[src/rtl/adder_pkg.sv]
// Shared constants and helpers for the pipelined adder family.
// Keeps the default geometry and the stage-count rule in one place.
`timescale 1ns/1ps
package adder_pkg;

   localparam int DEFAULT_WIDTH = 16;
   localparam int DEFAULT_CHUNK = 4;

   // Returns 0 for an illegal geometry so the top level can refuse to elaborate.
   function automatic int calc_stages(input int width, input int chunk);
      if (chunk < 1 || width < chunk || (width % chunk) != 0) begin
         return 0;
      end
      return width / chunk;
   endfunction

endpackage

[src/rtl/adder_chunk.sv]
// Combinational CHUNK-bit ripple adder built from fulladder cells.
// Each bit's carry lives in its own generate scope so the chain stays a clean DAG.
`timescale 1ns/1ps
module adder_chunk #(
   parameter int CHUNK = 4
) (
   input  logic [CHUNK-1:0] a,
   input  logic [CHUNK-1:0] b,
   input  logic             ci,
   output logic [CHUNK-1:0] s,
   output logic             co
);

   for (genvar i = 0; i < CHUNK; i++) begin : g_bit
      logic ci_bit;
      logic co_bit;

      if (i == 0) begin : g_first
         assign ci_bit = ci;
      end else begin : g_next
         assign ci_bit = g_bit[i-1].co_bit;
      end

      fulladder u_fa (
         .a  (a[i]),
         .b  (b[i]),
         .ci (ci_bit),
         .s  (s[i]),
         .co (co_bit)
      );
   end

   assign co = g_bit[CHUNK-1].co_bit;

endmodule

[src/rtl/fulladder.sv]
// Single-bit full adder cell used as the ripple element of every adder slice.
`timescale 1ns/1ps
module fulladder (
   input  logic a,
   input  logic b,
   input  logic ci,
   output logic s,
   output logic co
);

   assign s  = a ^ b ^ ci;
   assign co = (a & b) | (ci & (a ^ b));

endmodule

[src/rtl/pipelined_adder.sv]
// Pipelined ripple-carry adder/subtractor: one CHUNK-bit slice resolved per stage,
// carry handed stage to stage, valid/ready handshake on both ends.
`timescale 1ns/1ps
module pipelined_adder
   import adder_pkg::*;
#(
   parameter int WIDTH = DEFAULT_WIDTH,
   parameter int CHUNK = DEFAULT_CHUNK
) (
   input  logic             clk,
   input  logic             rst_n,
   input  logic             in_valid,
   output logic             in_ready,
   input  logic [WIDTH-1:0] a,
   input  logic [WIDTH-1:0] b,
   input  logic             cin,
   input  logic             sub,
   output logic             out_valid,
   input  logic             out_ready,
   output logic [WIDTH-1:0] sum,
   output logic             carry,
   output logic             ovf
);

   localparam int STAGES = calc_stages(WIDTH, CHUNK);
   localparam int NS     = (STAGES < 1) ? 1 : STAGES;
   localparam int LAST   = NS - 1;

   if (STAGES < 1) begin : g_bad_cfg
      $error("pipelined_adder: WIDTH must be a positive integer multiple of CHUNK");
   end

   logic adv;

   logic             st_v   [NS];
   logic [WIDTH-1:0] st_a   [NS];
   logic [WIDTH-1:0] st_b   [NS];
   logic [WIDTH-1:0] st_sum [NS];
   logic             st_ci  [NS];

   logic [CHUNK-1:0] chunk_s  [NS];
   logic             chunk_co [NS];

   logic             valid_d [NS];
   logic             valid_q [NS];
   logic             carry_d [NS];
   logic             carry_q [NS];
   logic [WIDTH-1:0] sum_d   [NS];
   logic [WIDTH-1:0] sum_q   [NS];
   logic [WIDTH-1:0] a_d     [NS];
   logic [WIDTH-1:0] a_q     [NS];
   logic [WIDTH-1:0] b_d     [NS];
   logic [WIDTH-1:0] b_q     [NS];
   logic             ovf_d;
   logic             ovf_q;

   assign adv      = !valid_q[LAST] || out_ready;
   assign in_ready = adv;

   // Stage 0 sees the ports with b pre-inverted for subtraction; later stages see the previous register.
   always_comb begin
      st_v[0]   = in_valid;
      st_a[0]   = a;
      st_b[0]   = b ^ {WIDTH{sub}};
      st_ci[0]  = sub ? 1'b1 : cin;
      st_sum[0] = '0;
      for (int k = 1; k < NS; k++) begin
         st_v[k]   = valid_q[k-1];
         st_a[k]   = a_q[k-1];
         st_b[k]   = b_q[k-1];
         st_ci[k]  = carry_q[k-1];
         st_sum[k] = sum_q[k-1];
      end
   end

   for (genvar k = 0; k < NS; k++) begin : g_stage
      adder_chunk #(
         .CHUNK (CHUNK)
      ) u_chunk (
         .a  (st_a[k][k*CHUNK +: CHUNK]),
         .b  (st_b[k][k*CHUNK +: CHUNK]),
         .ci (st_ci[k]),
         .s  (chunk_s[k]),
         .co (chunk_co[k])
      );
   end

   // The whole pipe moves together; lower result slices ride along unchanged as skew registers.
   always_comb begin
      for (int k = 0; k < NS; k++) begin
         valid_d[k] = valid_q[k];
         carry_d[k] = carry_q[k];
         sum_d[k]   = sum_q[k];
         a_d[k]     = a_q[k];
         b_d[k]     = b_q[k];
         if (adv) begin
            valid_d[k]                  = st_v[k];
            carry_d[k]                  = chunk_co[k];
            sum_d[k]                    = st_sum[k];
            sum_d[k][k*CHUNK +: CHUNK]  = chunk_s[k];
            a_d[k]                      = st_a[k];
            b_d[k]                      = st_b[k];
         end
      end
      ovf_d = ovf_q;
      if (adv) begin
         ovf_d = (st_a[LAST][WIDTH-1] == st_b[LAST][WIDTH-1]) &&
                 (chunk_s[LAST][CHUNK-1] != st_a[LAST][WIDTH-1]);
      end
   end

   always_ff @(posedge clk or negedge rst_n) begin
      if (!rst_n) begin
         for (int k = 0; k < NS; k++) begin
            valid_q[k] <= 1'b0;
            carry_q[k] <= 1'b0;
            sum_q[k]   <= '0;
            a_q[k]     <= '0;
            b_q[k]     <= '0;
         end
         ovf_q <= 1'b0;
      end else begin
         for (int k = 0; k < NS; k++) begin
            valid_q[k] <= valid_d[k];
            carry_q[k] <= carry_d[k];
            sum_q[k]   <= sum_d[k];
            a_q[k]     <= a_d[k];
            b_q[k]     <= b_d[k];
         end
         ovf_q <= ovf_d;
      end
   end

   assign out_valid = valid_q[LAST];
   assign sum       = sum_q[LAST];
   assign carry     = carry_q[LAST];
   assign ovf       = ovf_q;

endmodule

[config.mk]
export PLATFORM = sky130hd
export DESIGN_NAME = pipelined_adder
export DESIGN_NICKNAME = d
export VERILOG_FILES = /design/src/rtl/adder_pkg.sv /design/src/rtl/adder_chunk.sv /design/src/rtl/fulladder.sv /design/src/rtl/pipelined_adder.sv
export SDC_FILE = /design/constraint.sdc
export NUM_CORES = 1
export LEC_CHECK = 0
export ABC_AREA = 1
export ABC_CLOCK_PERIOD_IN_PS = 3860
export CORE_MARGIN = 4
export CORE_UTILIZATION = 50
export CTS_CLUSTER_DIAMETER = 30
export DETAILED_ROUTE_END_ITERATION = 6
export PLACE_DENSITY = 0.85
export REMOVE_ABC_BUFFERS = 1
export SLEW_MARGIN = 20
export SYNTH_ARGS = -nofsm -noshare
export SYNTH_HDL_FRONTEND = slang
export SYNTH_SLANG_ARGS = --single-unit
[constraint.sdc]
create_clock -name clk -period 3.86 [get_ports clk]
set_clock_uncertainty 0.2 [all_clocks]
set_input_delay 0.386 -clock clk [delete_from_list [all_inputs] [get_ports clk]]
set_output_delay 0.386 -clock clk [all_outputs]
set_load 0.01 [all_outputs]
==> flow_summary.toml <==
[min_path]
hold_path_end = "out_valid"
whs_path_depth = 2
hp-class = "reg -> reg"
worstHoldStart = "st_v[0]"

[finish]
drive_above_1_share_pct = 6.14
fill_cells = 710
seq_area_um2 = 2430
multiInputGateArea_um2 = 1500
area_growth_pct = 18.7
fin_cells = 610
diodes = 0
finalInstanceArea_um2 = 5020
nNetsFinal = 557

[sta]
slew_headroom_pct = 40.0
tightestPinTransition_ns = 0.899
slew_viol_final = 0
grt_setup_unrepaired = "false"
setup_viol = 0
hold_viol_final = 0
fin_setup_tns_ns = 0
period_needed_ns = 2.89
max_freq_mhz = 346
finalCritPeriodShare_pct = 74.8

[yosys]
ys_top_cells_by_count = "nand2_1, dfrtp_1, o21ai_0, inv_1, fa_1"
synth_ff_type = "dfrtp_1"
synth_top_family_by_area = "simple AND/OR/NAND/NOR gates"
yosysTopAreaCellShare_pct = 57.4
synth_most_common_cell = "nand2_1"
synth_fa_ha_area_share_pct = 7.87
ys_types = 18
synth.cell_area_um2 = 4230
ys_seq_area_share_pct = 57.4
syn_inst = 452
synth_compound_area_share_pct = 5.91
yosys_warnings = 0
yosys.area_share.simple_pct = 20.3
synth_xor_area_share_pct = 1.03
synthMuxAreaShare_pct = 0
synth.avg_cell_area_um2 = 9.36
ys_ff_latch = 97
synthTopCellsByArea = "dfrtp_1, nand2_1, fa_1"
synth_top_area_cell = "dfrtp_1"
ys_async_sr_fraction_pct = 100
synth-edff-count = 0

[power]
ir_drop_mv = 0.270
powerDensity_nw_per_um2 = 727
p_total_uw = 3650
p_leak_uw = 0.00249

[drt]
drc = 0
wire_per_inst_um = 12.2
vias = 2912
ant_nets = 0
drtIter0Drc = 124
dr.pass1.iters = 4
routed_wl_um = 7470
drt-vias-per-instance = 4.77

[global_routing]
grt_pass1_vias = 2958
grt_pass1_wl_um = 13300
antenna_found_initial = 0
track_usage_pct = 16.9
grt_max_degree = 99
grt_remaining_overflow = 0

[place]
placed_area_um2 = 4810
dp_hpwl_um = 4980
place_inst = 595
port_buffers = 57
routabilityCongestion = 0.742

[setup_path]
start_kind = "primary input"
critPathArrivalTime_ns = 2.93
cp-end-kind = "register"
r2r-end = "ovf"
required_ns = 3.91
r2r_cells = 10
reg2reg_from = "a_q[28]"
critPathMaxFanout = 3
worstSetupPathType = "in -> reg"
r2r_setup_slack_ns = 1.25

[clock_tree]
clockRootBuffer = "clkbuf_8"
cts_max_level = 3
cts_tree = "built"
numCtsBuffers = 9
cts.reportedPaths.clkPinSlew_ns = 0.09
max-clock-path-buffers = 2
clk_latency_ns = 0.35
clock_sink_count = 97
post_cts_resized = 0

[die]
dieArea_um2 = 10000
pin_count = 58
dieWidth_um = 100
core_um2 = 8220
die_h_um = 100
rows = 33
start_util_pct = 51.5

[status]
run_status = "finished clean"

[run]
cap_violations = 0
## registers in the layout (all words and copies together), names as in the netlist, 3 cells and up
signal and count:
a_q 24, b_q 24, st_sum 24, sum 16
carry_q 3, st_v 3
## placed cells by master, fill, tap and decap left out
cell type,instances
clkinv_2,2
nand2_1,191
ha_1,1
dlygate4sd3_1,1
clkbuf_1,1
clkbuf_8,9
clkdlybuf4s50_1,56
xnor2_1,4
or2_2,10
o21ai_0,50
inv_2,1
nor2_1,2
nor2_4,1
nand3_1,12
inv_1,42
fa_1,16
nand2_4,1
dfrtp_1,97
xor2_1,1
bufinv_16,2
buf_4,5
## through the flow
stage          util (%)  setup slack, ns  hold slack (ns)
3_3_place_gp       58.6            0.653            0.228
5_1_grt            61.1            0.875            0.300
6_report           61.1            0.972            0.263
4_1_cts            61.1            0.950            0.262
3_5_place_dp       58.6            0.567            0.241
2_1_floorplan         -             1.22           -0.110
## worst max path at each step
stage | startpoint | end | slack [ns] | cells past startpoint
6_report | sub | st_sum[35] | 0.97 | 9
4_1_cts | sub | st_sum[35] | 0.95 | 9
2_1_floorplan | out_valid | a_q[28] | 1.22 | 3
3_3_place_gp | sub | st_sum[35] | 0.65 | 9
3_5_place_dp | sub | st_sum[35] | 0.57 | 9
5_1_grt | sub | st_sum[35] | 0.87 | 9
## final cells by class
cell class	instances	area share, %
Clock buffer	10	2.54
Inverter	43	3.21
Multi-Input combinational cell	289	29.8
Clock inverter	4	1.40
Sequential cell	97	48.3
Tap cell	105	2.62
Timing Repair Buffer	62	12.1
## repair_timing
item / 4_1_cts / 5_1_grt
setup buffers: 0 / 0
hold endpoints to repair: 71 / 0
hold buffers: 1 / 0
## kinds of logic (layout without fill, tap and decap cells)
logic type | count (synthesis) | in the layout
flip-flops | 97 | 97
adder cells (fa/ha/maj) | 17 | 17
AO/OA/AOI/OAI | 50 | 50
XOR/XNOR | 5 | 5
buffers and inverters | 66 | 119
AND/OR/NAND/NOR | 217 | 217
## worst max-delay path, cell delays in order
cell and delay (ns):
clkdlybuf4s50_1 0.59, xnor2_1 0.15, fa_1 0.42, fa_1 0.40, fa_1 0.36, inv_1 0.08
fa_1 0.41, nand2_1 0.08, nand2_1 0.06
## power by group
part           internal [uW]  total [uW]  switching (uW)
registers               1460        1680             220
clock network            356         678             322
logic                    571        1290             717
total                   2390        3650            1260
## per-layer routing
layer	wire (um)	vias up	global-route usage (%)
met4	104	0	5.91
met5	0	-	0
met3	330	10	3.13
met1	3300	1383	21.3
li1	-	1464	-
met2	3740	55	29.3
No activity file was read; power rests on OpenSTA's default activity.
